**src/rtl/timer_pkg.sv**
```systemverilog
// Shared types and constants for the mm:ss stopwatch/countdown core.
//   timer_state_e : controller state (IDLE, RUN, PAUSED, DONE)
//   SEC_MAX/SEC_W : seconds field limit and width
//   MODE_UP/DOWN  : encoding of the mode input and the latched mode
package timer_pkg;

  typedef enum logic [1:0] {
    IDLE,
    RUN,
    PAUSED,
    DONE
  } timer_state_e;

  localparam int unsigned SEC_MAX = 59;
  localparam int unsigned SEC_W   = 6;

  localparam logic MODE_UP   = 1'b0;
  localparam logic MODE_DOWN = 1'b1;

endpackage

```
**src/rtl/sec_prescaler.sv**
```systemverilog
// One-second prescaler: counts enabled clock cycles and flags the terminal count.
//   clk, rst_n : clock, asynchronous active-low reset
//   en         : advance the count this cycle (otherwise hold)
//   clr        : synchronous return to zero, wins over en
//   tick       : high in the cycle whose edge wraps the count back to zero
module sec_prescaler #(
  parameter int unsigned CLK_PER_SEC = 100000000
) (
  input  logic clk,
  input  logic rst_n,
  input  logic en,
  input  logic clr,
  output logic tick
);

  localparam int unsigned CNT_W = (CLK_PER_SEC > 2) ? $clog2(CLK_PER_SEC) : 1;
  localparam logic [CNT_W-1:0] CNT_LAST = CNT_W'(CLK_PER_SEC - 1);

  logic [CNT_W-1:0] cnt_q, cnt_d;

  // Combinational on purpose: the top registers the resulting time update and pulse.
  assign tick = en && !clr && (cnt_q == CNT_LAST);

  always_comb begin
    cnt_d = cnt_q;
    if (clr) begin
      cnt_d = '0;
    end else if (en) begin
      cnt_d = (cnt_q == CNT_LAST) ? '0 : cnt_q + 1'b1;
    end
  end

  always_ff @(posedge clk or negedge rst_n) begin
    if (!rst_n) begin
      cnt_q <= '0;
    end else begin
      cnt_q <= cnt_d;
    end
  end

endmodule

```
**src/rtl/mmss_timer.sv**
```systemverilog
// Minutes:seconds stopwatch / countdown core with internal one-second prescaler.
//   clk, rst_n          : clock, asynchronous active-low reset
//   clear               : sync clear to 00:00 / IDLE (highest priority)
//   start, stop, mode   : run control; stop beats start; mode latched on leaving a rest state
//   load, load_min/sec  : preset (clamped), ignored while running
//   minutes, seconds    : current time
//   running             : state is RUN
//   sec_tick/wrap/done  : one-cycle event pulses, all registered
// Optional build macro MMSS_TIMER_LAP_CAPTURE_EN adds lap, lap_min, lap_sec, lap_valid.
module mmss_timer
  import timer_pkg::*;
#(
  parameter int unsigned CLK_PER_SEC = 100000000,
  parameter int unsigned MAX_MINUTES = 99,
  parameter int unsigned MIN_W       = 8
) (
  input  logic             clk,
  input  logic             rst_n,
  input  logic             clear,
  input  logic             start,
  input  logic             stop,
  input  logic             mode,
  input  logic             load,
  input  logic [MIN_W-1:0] load_min,
  input  logic [SEC_W-1:0] load_sec,
  output logic [MIN_W-1:0] minutes,
  output logic [SEC_W-1:0] seconds,
  output logic             running,
  output logic             sec_tick,
  output logic             wrap,
`ifdef MMSS_TIMER_LAP_CAPTURE_EN
  input  logic             lap,
  output logic [MIN_W-1:0] lap_min,
  output logic [SEC_W-1:0] lap_sec,
  output logic             lap_valid,
`endif
  output logic             done
);

  localparam logic [MIN_W-1:0] MIN_LAST = MIN_W'(MAX_MINUTES);
  localparam logic [SEC_W-1:0] SEC_LAST = SEC_W'(SEC_MAX);

  timer_state_e     state_q, state_d;
  logic             mode_q, mode_d;
  logic [MIN_W-1:0] min_q, min_d;
  logic [SEC_W-1:0] sec_q, sec_d;
  logic             running_q, running_d;
  logic             tick_q, tick_d;
  logic             wrap_q, wrap_d;
  logic             done_q, done_d;

  logic psc_en, psc_clr, psc_tick;
  logic is_zero;

  assign is_zero = (min_q == '0) && (sec_q == '0);

  sec_prescaler #(
    .CLK_PER_SEC(CLK_PER_SEC)
  ) u_sec_prescaler (
    .clk  (clk),
    .rst_n(rst_n),
    .en   (psc_en),
    .clr  (psc_clr),
    .tick (psc_tick)
  );

  always_comb begin
    state_d = state_q;
    mode_d  = mode_q;
    min_d   = min_q;
    sec_d   = sec_q;
    tick_d  = 1'b0;
    wrap_d  = 1'b0;
    done_d  = 1'b0;
    psc_en  = 1'b0;
    psc_clr = 1'b0;

    if (clear) begin
      state_d = IDLE;
      min_d   = '0;
      sec_d   = '0;
      psc_clr = 1'b1;
    end else if (load && (state_q != RUN)) begin
      min_d   = (load_min > MIN_LAST) ? MIN_LAST : load_min;
      sec_d   = (load_sec > SEC_LAST) ? SEC_LAST : load_sec;
      psc_clr = 1'b1;
    end else begin
      unique case (state_q)
        RUN: begin
          if (stop) begin
            // Prescaler is held too, so a later resume keeps the partial second.
            state_d = PAUSED;
          end else begin
            psc_en = 1'b1;
            if (psc_tick) begin
              tick_d = 1'b1;
              if (mode_q == MODE_UP) begin
                if (sec_q == SEC_LAST) begin
                  sec_d = '0;
                  if (min_q == MIN_LAST) begin
                    min_d  = '0;
                    wrap_d = 1'b1;
                  end else begin
                    min_d = min_q + 1'b1;
                  end
                end else begin
                  sec_d = sec_q + 1'b1;
                end
              end else begin
                if (sec_q == '0) begin
                  sec_d = SEC_LAST;
                  min_d = min_q - 1'b1;
                end else begin
                  sec_d = sec_q - 1'b1;
                end
                // Only 00:01 reaches zero; X:00 with X>0 borrows to X-1:59.
                if ((min_q == '0) && (sec_q == SEC_W'(1))) begin
                  done_d  = 1'b1;
                  state_d = DONE;
                end
              end
            end
          end
        end
        IDLE, PAUSED: begin
          // Counting down from 00:00 would underflow, so such a start is refused.
          if (start && !stop && !((mode == MODE_DOWN) && is_zero)) begin
            state_d = RUN;
            mode_d  = mode;
            psc_clr = (state_q == IDLE);
          end
        end
        DONE: begin
          if (start && !stop && !is_zero) begin
            state_d = RUN;
            mode_d  = mode;
            psc_clr = 1'b1;
          end
        end
        default: state_d = IDLE;
      endcase
    end

    running_d = (state_d == RUN);
  end

  always_ff @(posedge clk or negedge rst_n) begin
    if (!rst_n) begin
      state_q   <= IDLE;
      mode_q    <= MODE_UP;
      min_q     <= '0;
      sec_q     <= '0;
      running_q <= 1'b0;
      tick_q    <= 1'b0;
      wrap_q    <= 1'b0;
      done_q    <= 1'b0;
    end else begin
      state_q   <= state_d;
      mode_q    <= mode_d;
      min_q     <= min_d;
      sec_q     <= sec_d;
      running_q <= running_d;
      tick_q    <= tick_d;
      wrap_q    <= wrap_d;
      done_q    <= done_d;
    end
  end

  assign minutes  = min_q;
  assign seconds  = sec_q;
  assign running  = running_q;
  assign sec_tick = tick_q;
  assign wrap     = wrap_q;
  assign done     = done_q;

`ifdef MMSS_TIMER_LAP_CAPTURE_EN
  logic [MIN_W-1:0] lap_min_q, lap_min_d;
  logic [SEC_W-1:0] lap_sec_q, lap_sec_d;
  logic             lap_valid_q, lap_valid_d;

  // Captures the post-update time so a lap on a tick edge records the new second.
  always_comb begin
    lap_min_d   = lap_min_q;
    lap_sec_d   = lap_sec_q;
    lap_valid_d = lap_valid_q;
    if (clear) begin
      lap_min_d   = '0;
      lap_sec_d   = '0;
      lap_valid_d = 1'b0;
    end else if (lap && ((state_q == RUN) || (state_q == PAUSED))) begin
      lap_min_d   = min_d;
      lap_sec_d   = sec_d;
      lap_valid_d = 1'b1;
    end
  end

  always_ff @(posedge clk or negedge rst_n) begin
    if (!rst_n) begin
      lap_min_q   <= '0;
      lap_sec_q   <= '0;
      lap_valid_q <= 1'b0;
    end else begin
      lap_min_q   <= lap_min_d;
      lap_sec_q   <= lap_sec_d;
      lap_valid_q <= lap_valid_d;
    end
  end

  assign lap_min   = lap_min_q;
  assign lap_sec   = lap_sec_q;
  assign lap_valid = lap_valid_q;
`endif

endmodule

```
**config.mk**
```make
export PLATFORM = sky130hd
export DESIGN_NAME = mmss_timer
export DESIGN_NICKNAME = d
export VERILOG_FILES = /design/src/rtl/timer_pkg.sv /design/src/rtl/sec_prescaler.sv /design/src/rtl/mmss_timer.sv
export SDC_FILE = /design/constraint.sdc
export NUM_CORES = 1
export LEC_CHECK = 0
export CAP_MARGIN = 30
export CORE_MARGIN = 3
export CORE_UTILIZATION = 50
export DETAILED_ROUTE_END_ITERATION = 6
export PLACE_DENSITY = 0.69
export SLEW_MARGIN = 25
export SYNTH_ARGS = -nofsm -noshare
export SYNTH_HDL_FRONTEND = slang
export SYNTH_SLANG_ARGS = --single-unit
```
**constraint.sdc**
```tcl
create_clock -name clk -period 3.2 [get_ports clk]
set_input_delay 0.96 -clock clk [delete_from_list [all_inputs] [get_ports clk]]
set_output_delay 0.96 -clock clk [all_outputs]
set_load 0.01 [all_outputs]
```
==> summary.md, run 1 <==
| Metric | Value |
|---|---|
| ANT nets after route | `0` |
| Grt ovf | `0` |
| Min-delay src | `u_sec_prescaler.cnt_q[2]$_DFFE_PN0P_` |
| Fillers | `626` |
| CTS tree | `done` |
| Critical path's slowest cell | `clkdlybuf4s50_1` |
| Worst Path Max Fanout | `18` |
| Seq/Total Area, Yosys | `0.338` |
| CTS Buffer Depth | `2` |
| Leak Pwr | `1.70 nW` |
| Synth Area in Adders | `0.0246` |
| FF-to-FF End | `u_sec_prescaler.cnt_q[22]$_DFFE_PN0P_` |
| Number of global-route vias before repair | `3,362` |
| CP endpoint kind | `flop` |
| Compound-Gate Fraction of Synth Area | `0.237` |
| Synth area leader | `dfrtp_1` |
| Hold Path Depth | `1` |
| Clock skew | `0.0127 ns` |
| Synth top cells by count | `48 x dfrtp_1, 30 x nand2_1, 27 x nor3_1` |
| Setup repair bufs after CTS | `0` |
| Die area | `0.00816 sq mm` |
| Post-DP HPWL | `7240 um` |
| Wirelength per Cell | `18.6 um` |
| Clock buffer count from CTS | `5` |
| Syn Inst Count | `406` |
| Vias per inst | `6.51` |
| RSZ-0062 raised after global routing | `no` |
| Vias | `3,507` |
| Final setup vio count | `0` |
| # nets final | `470` |
| Setup TNS | `0 ns` |
| Primary FF master, synth | `dfrtp_1` |
| Critical Path Most Common Cell | `nor2b_1` |
| Fin crit share | `0.855` |
| CP required | `3.41 ns` |
| Worst min-delay path endpoint | `u_sec_prescaler.cnt_q[2]$_DFFE_PN0P_` |
| Post-Synth XOR/XNOR Area | `0.0148` |
| Root buffer cell | `clkbuf_8` |
| Worst Path Arrival | `2.95 ns` |
| FMAX | `365 MHz` |
| Global Route Usage Sum | `0.249` |
| YS warnings | `0` |
| Post-synth EDFFs | `0` |
| Hold crit path type | `flop to flop` |
| First-pass GRT wire length | `16,900 um` |
| Crit path largest cell delay | `0.50 ns` |
| R2R depth | `7` |
| Starting density of the core | `0.520` |
| Crit start category | `primary input` |
| Synth top area share | `0.338` |
| R2r startpoint | `minutes[0]$_DFFE_PN0P_` |
| Synth top area cells | `dfrtp_1 34%, nor3_1 3.8%, nand3_1 3.2%` |
| Post-synthesis simple-gate area fraction | `0.312` |
| Mux cell area share after synthesis | `0.0218` |
| Setup slack, reg-to-reg | `0.61 ns` |
| Cell area power density | `390 mW/mm^2` |
| # H-tree levels | `2` |
| Post-synth cell types | `79` |
| Slew Limit Fails | `0` |
| Placeable Area | `0.00683 sq mm` |
| Hold Slack | `0.522 ns` |
| Io pins | `39` |
| Max-Slew Margin vs Limit | `0.505` |
| Largest net degree at the start of global routing | `28` |
| Post-CTS Hold Buffers | `0` |
| Largest family of logic cells by synthesized area | `simple AND/OR/NAND/NOR gates` |
| Final wirelength | `10,000 um` |
| Die W | `90.3 um` |
| Clock sinks | `48` |
| Crit path cell chain | `clkdlybuf4s50_1 -> nor2b_1 -> nor2b_1 -> nand3b_1 -> and2_1 -> a221o_1` |
| Final min period | `2.74 ns` |
| DRC viols | `0` |
| Peak supply drop | `201 uV` |
| Max-Cap Viols | `0` |
| Final hold violation count | `0` |
| Antenna violations before repair | `0` |
| Synth Cell Area | `0.00355 sq mm` |
| Gpl congestion | `0.900` |
| Cts repair resizes | `0` |
| Net Count, Synth | `434` |
| Count leader, synth | `dfrtp_1` |
| Status | `finished, final reports clean` |
| Post-synthesis sequential element count | `48` |
| Mean Syn Cell Area | `8.76 sq um` |
| IO Port Bufs | `38` |
| Ant diodes | `0` |
| Share of cells above drive strength 1 | `0.115` |
| Worst-Margin Slew | `0.742 ns` |
| Rows | `30` |
| Initial DRC count | `250` |
| Clk Latency, worst-skew pair | `0.32 ns` |
| TritonRoute pass-1 iters | `5` |
| Worst-path clk slew | `0.10 ns` |
| Critical path class | `primary input to flop` |
| Area Growth Syn to Fin | `16.6%` |
| Die Y | `90.3 um` |
| Synth async-reset ratio | `1.00` |
layer usage:
metal  wire length [um]  GRT usage  vias up
li1                   -          -     1651
met1               4340      0.329     1715
met2               5070      0.431      124
met3                483     0.0275       17
met4                153     0.0727        0
met5                  0          0        -
final cells by class:
class,instances,area (sq um),share of cell area
clock buffers,5,68.8,0.0166
clock inverters,3,42.5,0.0103
inverters,15,56.3,0.0136
multi-input cells,319,2170,0.523
flip-flops and latches,48,1200,0.290
well taps,96,120,0.0290
repair buffers,53,488,0.118
per-stage QoR:
step | area, sq um | total power [mW] | instances | worst slack [ns] | util
after global placement | 4030 | 1.15 | 531 | 0.246 | 0.590
after detailed placement | 4030 | 1.15 | 531 | 0.204 | 0.590
after global routing | 4150 | 1.69 | 539 | 0.386 | 0.607
after floorplan | 3550 | 0.977 | 406 | 0.712 | -
after CTS | 4150 | 1.62 | 539 | 0.503 | 0.607
final | 4150 | 1.62 | 539 | 0.463 | 0.607
flip-flops by register name, indices dropped and copies added, names as in the netlist:
name and count:
sec_tick 1, seconds 6, done 1, u_sec_prescaler.cnt_q 27, state_q 2, running 1, minutes 8, mode_q 1
wrap 1
cells by family (layout without fill, tap and decap cells):
| kind of cell | Yosys count | count (layout) |
|---|---|---|
| AND/OR/NAND/NOR | 187 | 187 |
| AO/OA/AOI/OAI | 112 | 112 |
| flip-flops | 48 | 48 |
| buffers and inverters | 39 | 76 |
| adder cells (fa/ha/maj) | 7 | 7 |
| multiplexers | 7 | 7 |
| XOR/XNOR | 6 | 6 |
cells in the final DEF, fill, tap and decap left out, types with 6 or more instances in the layout:
master and instances:
or3_1 7, ha_1 7, buf_4 15, nor2_1 16, nor2b_1 6, nand2b_1 7, dfrtp_1 48, o21ai_0 13
a211o_1 8, inv_1 14, nand3_1 23, a22o_1 6, nor3_1 27, nand4_1 14, and3_1 11, mux2_2 6
a21oi_1 18, a21o_1 9, clkdlybuf4s50_1 37, nand2_1 30
power by group:
| part | switching, mW | total [mW] | internal (mW) | leakage (nW) |
|---|---|---|---|---|
| logic | 0.226 | 0.435 | 0.209 | 0.995 |
| clock network | 0.238 | 0.470 | 0.232 | 0.0541 |
| registers | 0.0792 | 0.713 | 0.634 | 0.654 |
critical path, delay by kind of cell:
family	cells	cell delay, ns
buf+inv	1	0.50
compound gates	1	0.44
simple gates	4	1.05
worst max path at each step:
stage               start  slack [ns]                                     to
finish              start        0.46  u_sec_prescaler.cnt_q[11]$_DFFE_PN0P_
global route        start        0.39  u_sec_prescaler.cnt_q[11]$_DFFE_PN0P_
CTS                 start        0.50  u_sec_prescaler.cnt_q[11]$_DFFE_PN0P_
detailed placement  start        0.20  u_sec_prescaler.cnt_q[11]$_DFFE_PN0P_
global placement    start        0.25   u_sec_prescaler.cnt_q[5]$_DFFE_PN0P_
floorplan            load        0.71   u_sec_prescaler.cnt_q[8]$_DFFE_PN0P_
Power figures use the tool's default switching activity.
==> run 2, diff against run 1 <==
- CORE_UTILIZATION: 50 -> 62
- PLACE_DENSITY: 0.69 -> 0.84
==> summary.md, run 2 (synthesis gave the netlist of run 1 again) <==
| Metric | Value |
|---|---|
| Starting density of the core | `0.666` |
| Reg area | `0.00120 sq mm` |
| Wirelength per Cell | `19.4 um` |
| Crit start category | `primary input` |
| Clock sinks | `48` |
| Hold Slack | `0.528 ns` |
| IO Port Bufs | `38` |
| Final setup vio count | `0` |
| Leak Pwr | `1.70 nW` |
| CTS Buffer Depth | `2` |
| Top reg by flops | `u_sec_prescaler.cnt_q` |
| Initial DRC count | `387` |
| Grt ovf | `0` |
| Rows | `26` |
| Max reg flops | `27` |
| Status | `finished, final reports clean` |
| Cell area power density | `378 mW/mm^2` |
| Commonest non-fill, non-tap cell in the layout | `dfrtp_1` |
| Area Growth Syn to Fin | `15.5%` |
| Die W | `81.7 um` |
| # nets final | `471` |
| Share of cells above drive strength 1 | `0.117` |
| Hold crit path type | `flop to flop` |
| Placeable Area | `0.00534 sq mm` |
| ANT nets after route | `0` |
| Slew Limit Fails | `0` |
| Worst Path Arrival | `2.90 ns` |
| Die area | `0.00668 sq mm` |
| Most frequent cells in the layout | `48 x dfrtp_1, 37 x clkdlybuf4s50_1, 30 x nand2_1` |
| Vias per inst | `7.00` |
| Clk Latency, worst-skew pair | `0.32 ns` |
| Worst Path Max Fanout | `18` |
| CTS tree | `done` |
| Critical path class | `primary input to flop` |
| Multi-input gate area | `0.00217 sq mm` |
| Gpl congestion | `0.939` |
| Io pins | `39` |
| Peak supply drop | `276 uV` |
| CP required | `3.41 ns` |
| FMAX | `372 MHz` |
| Max-Slew Margin vs Limit | `0.515` |
| Largest net degree at the start of global routing | `49` |
| TritonRoute pass-1 iters | `5` |
| Root buffer cell | `clkbuf_8` |
| Setup repair bufs after CTS | `0` |
| RSZ-0062 raised after global routing | `no` |
| Number of global-route vias before repair | `3,434` |
| DRC viols | `0` |
| First-pass GRT wire length | `16,600 um` |
| CP endpoint kind | `flop` |
| Global Route Usage Sum | `0.321` |
| Final wirelength | `9960 um` |
| Ant diodes | `0` |
| Final hold violation count | `0` |
| Vias | `3,596` |
| Final min period | `2.69 ns` |
| # H-tree levels | `2` |
| Clock buffer count from CTS | `5` |
| Post-DP HPWL | `7040 um` |
| Die Y | `81.7 um` |
| Fin crit share | `0.841` |
| Setup TNS | `0 ns` |
| Worst-path clk slew | `0.10 ns` |
| Worst-Margin Slew | `0.727 ns` |
| Power, Total | `1.55 mW` |
| Post-CTS Hold Buffers | `0` |
| Max-Cap Viols | `0` |
| Clock skew | `0.00687 ns` |
| Cts repair resizes | `0` |
| Fillers | `393` |
| Antenna violations before repair | `0` |
## run 2: cell types whose count changed in the layout (fill, tap and decap cells not counted)
cell        before  now
clkinvlp_4       1    0
bufinv_16        1    0
buf_4           15   16
clkbuf_8         5    6
inv_6            0    1
## run 2: stage by stage
step	instances	util	worst slack, ns	cell area (sq um)
2_1_floorplan	406	-	0.712	3550
3_3_place_gp	506	0.751	0.271	4010
3_5_place_dp	506	0.751	0.208	4010
4_1_cts	514	0.769	0.537	4110
5_1_grt	514	0.769	0.424	4110
6_report	514	0.769	0.509	4110
## run 2: worst paths after layout
kind,from,end,slack (ns),cells after the start
worst min register to register,u_sec_prescaler.cnt_q[2]$_DFFE_PN0P_,u_sec_prescaler.cnt_q[2]$_DFFE_PN0P_,0.53,1
min in group asynchronous,rst_n,seconds[4]$_DFFE_PN0P_,0.72,2
worst min-delay path,u_sec_prescaler.cnt_q[2]$_DFFE_PN0P_,u_sec_prescaler.cnt_q[2]$_DFFE_PN0P_,0.53,1
worst max-delay path,start,u_sec_prescaler.cnt_q[11]$_DFFE_PN0P_,0.51,6
max in group asynchronous,rst_n,u_sec_prescaler.cnt_q[2]$_DFFE_PN0P_,2.03,2
worst max register to register,minutes[0]$_DFFE_PN0P_,u_sec_prescaler.cnt_q[11]$_DFFE_PN0P_,0.62,7
## run 2: worst max-delay path: stages
cell and delay, ns:
clkdlybuf4s50_1 0.47, nor2b_1 0.24, nor2b_1 0.26, nand3b_1 0.13, and2_1 0.39, a221o_1 0.44
## run 2: cell type report
cell class | instances | share of cell area
clock buffer | 6 | 0.0201
tap | 70 | 0.0213
sequential | 48 | 0.293
clock inverter | 2 | 0.00335
inverter | 15 | 0.0137
timing repair buffer | 54 | 0.121
multi-input combinational | 319 | 0.528
## run 2: per-layer routing
layer | global-route usage | part of all wire | wire, um
met5 | 0 | 0 | 0
met4 | 0.106 | 0.019 | 194
met3 | 0.0515 | 0.074 | 733
met2 | 0.544 | 0.50 | 5000
met1 | 0.416 | 0.40 | 4030
## run 2: power breakdown
group | internal (mW) | switching [mW] | total [mW]
logic | 0.209 | 0.230 | 0.439
clock network | 0.177 | 0.229 | 0.406
registers | 0.634 | 0.0738 | 0.708
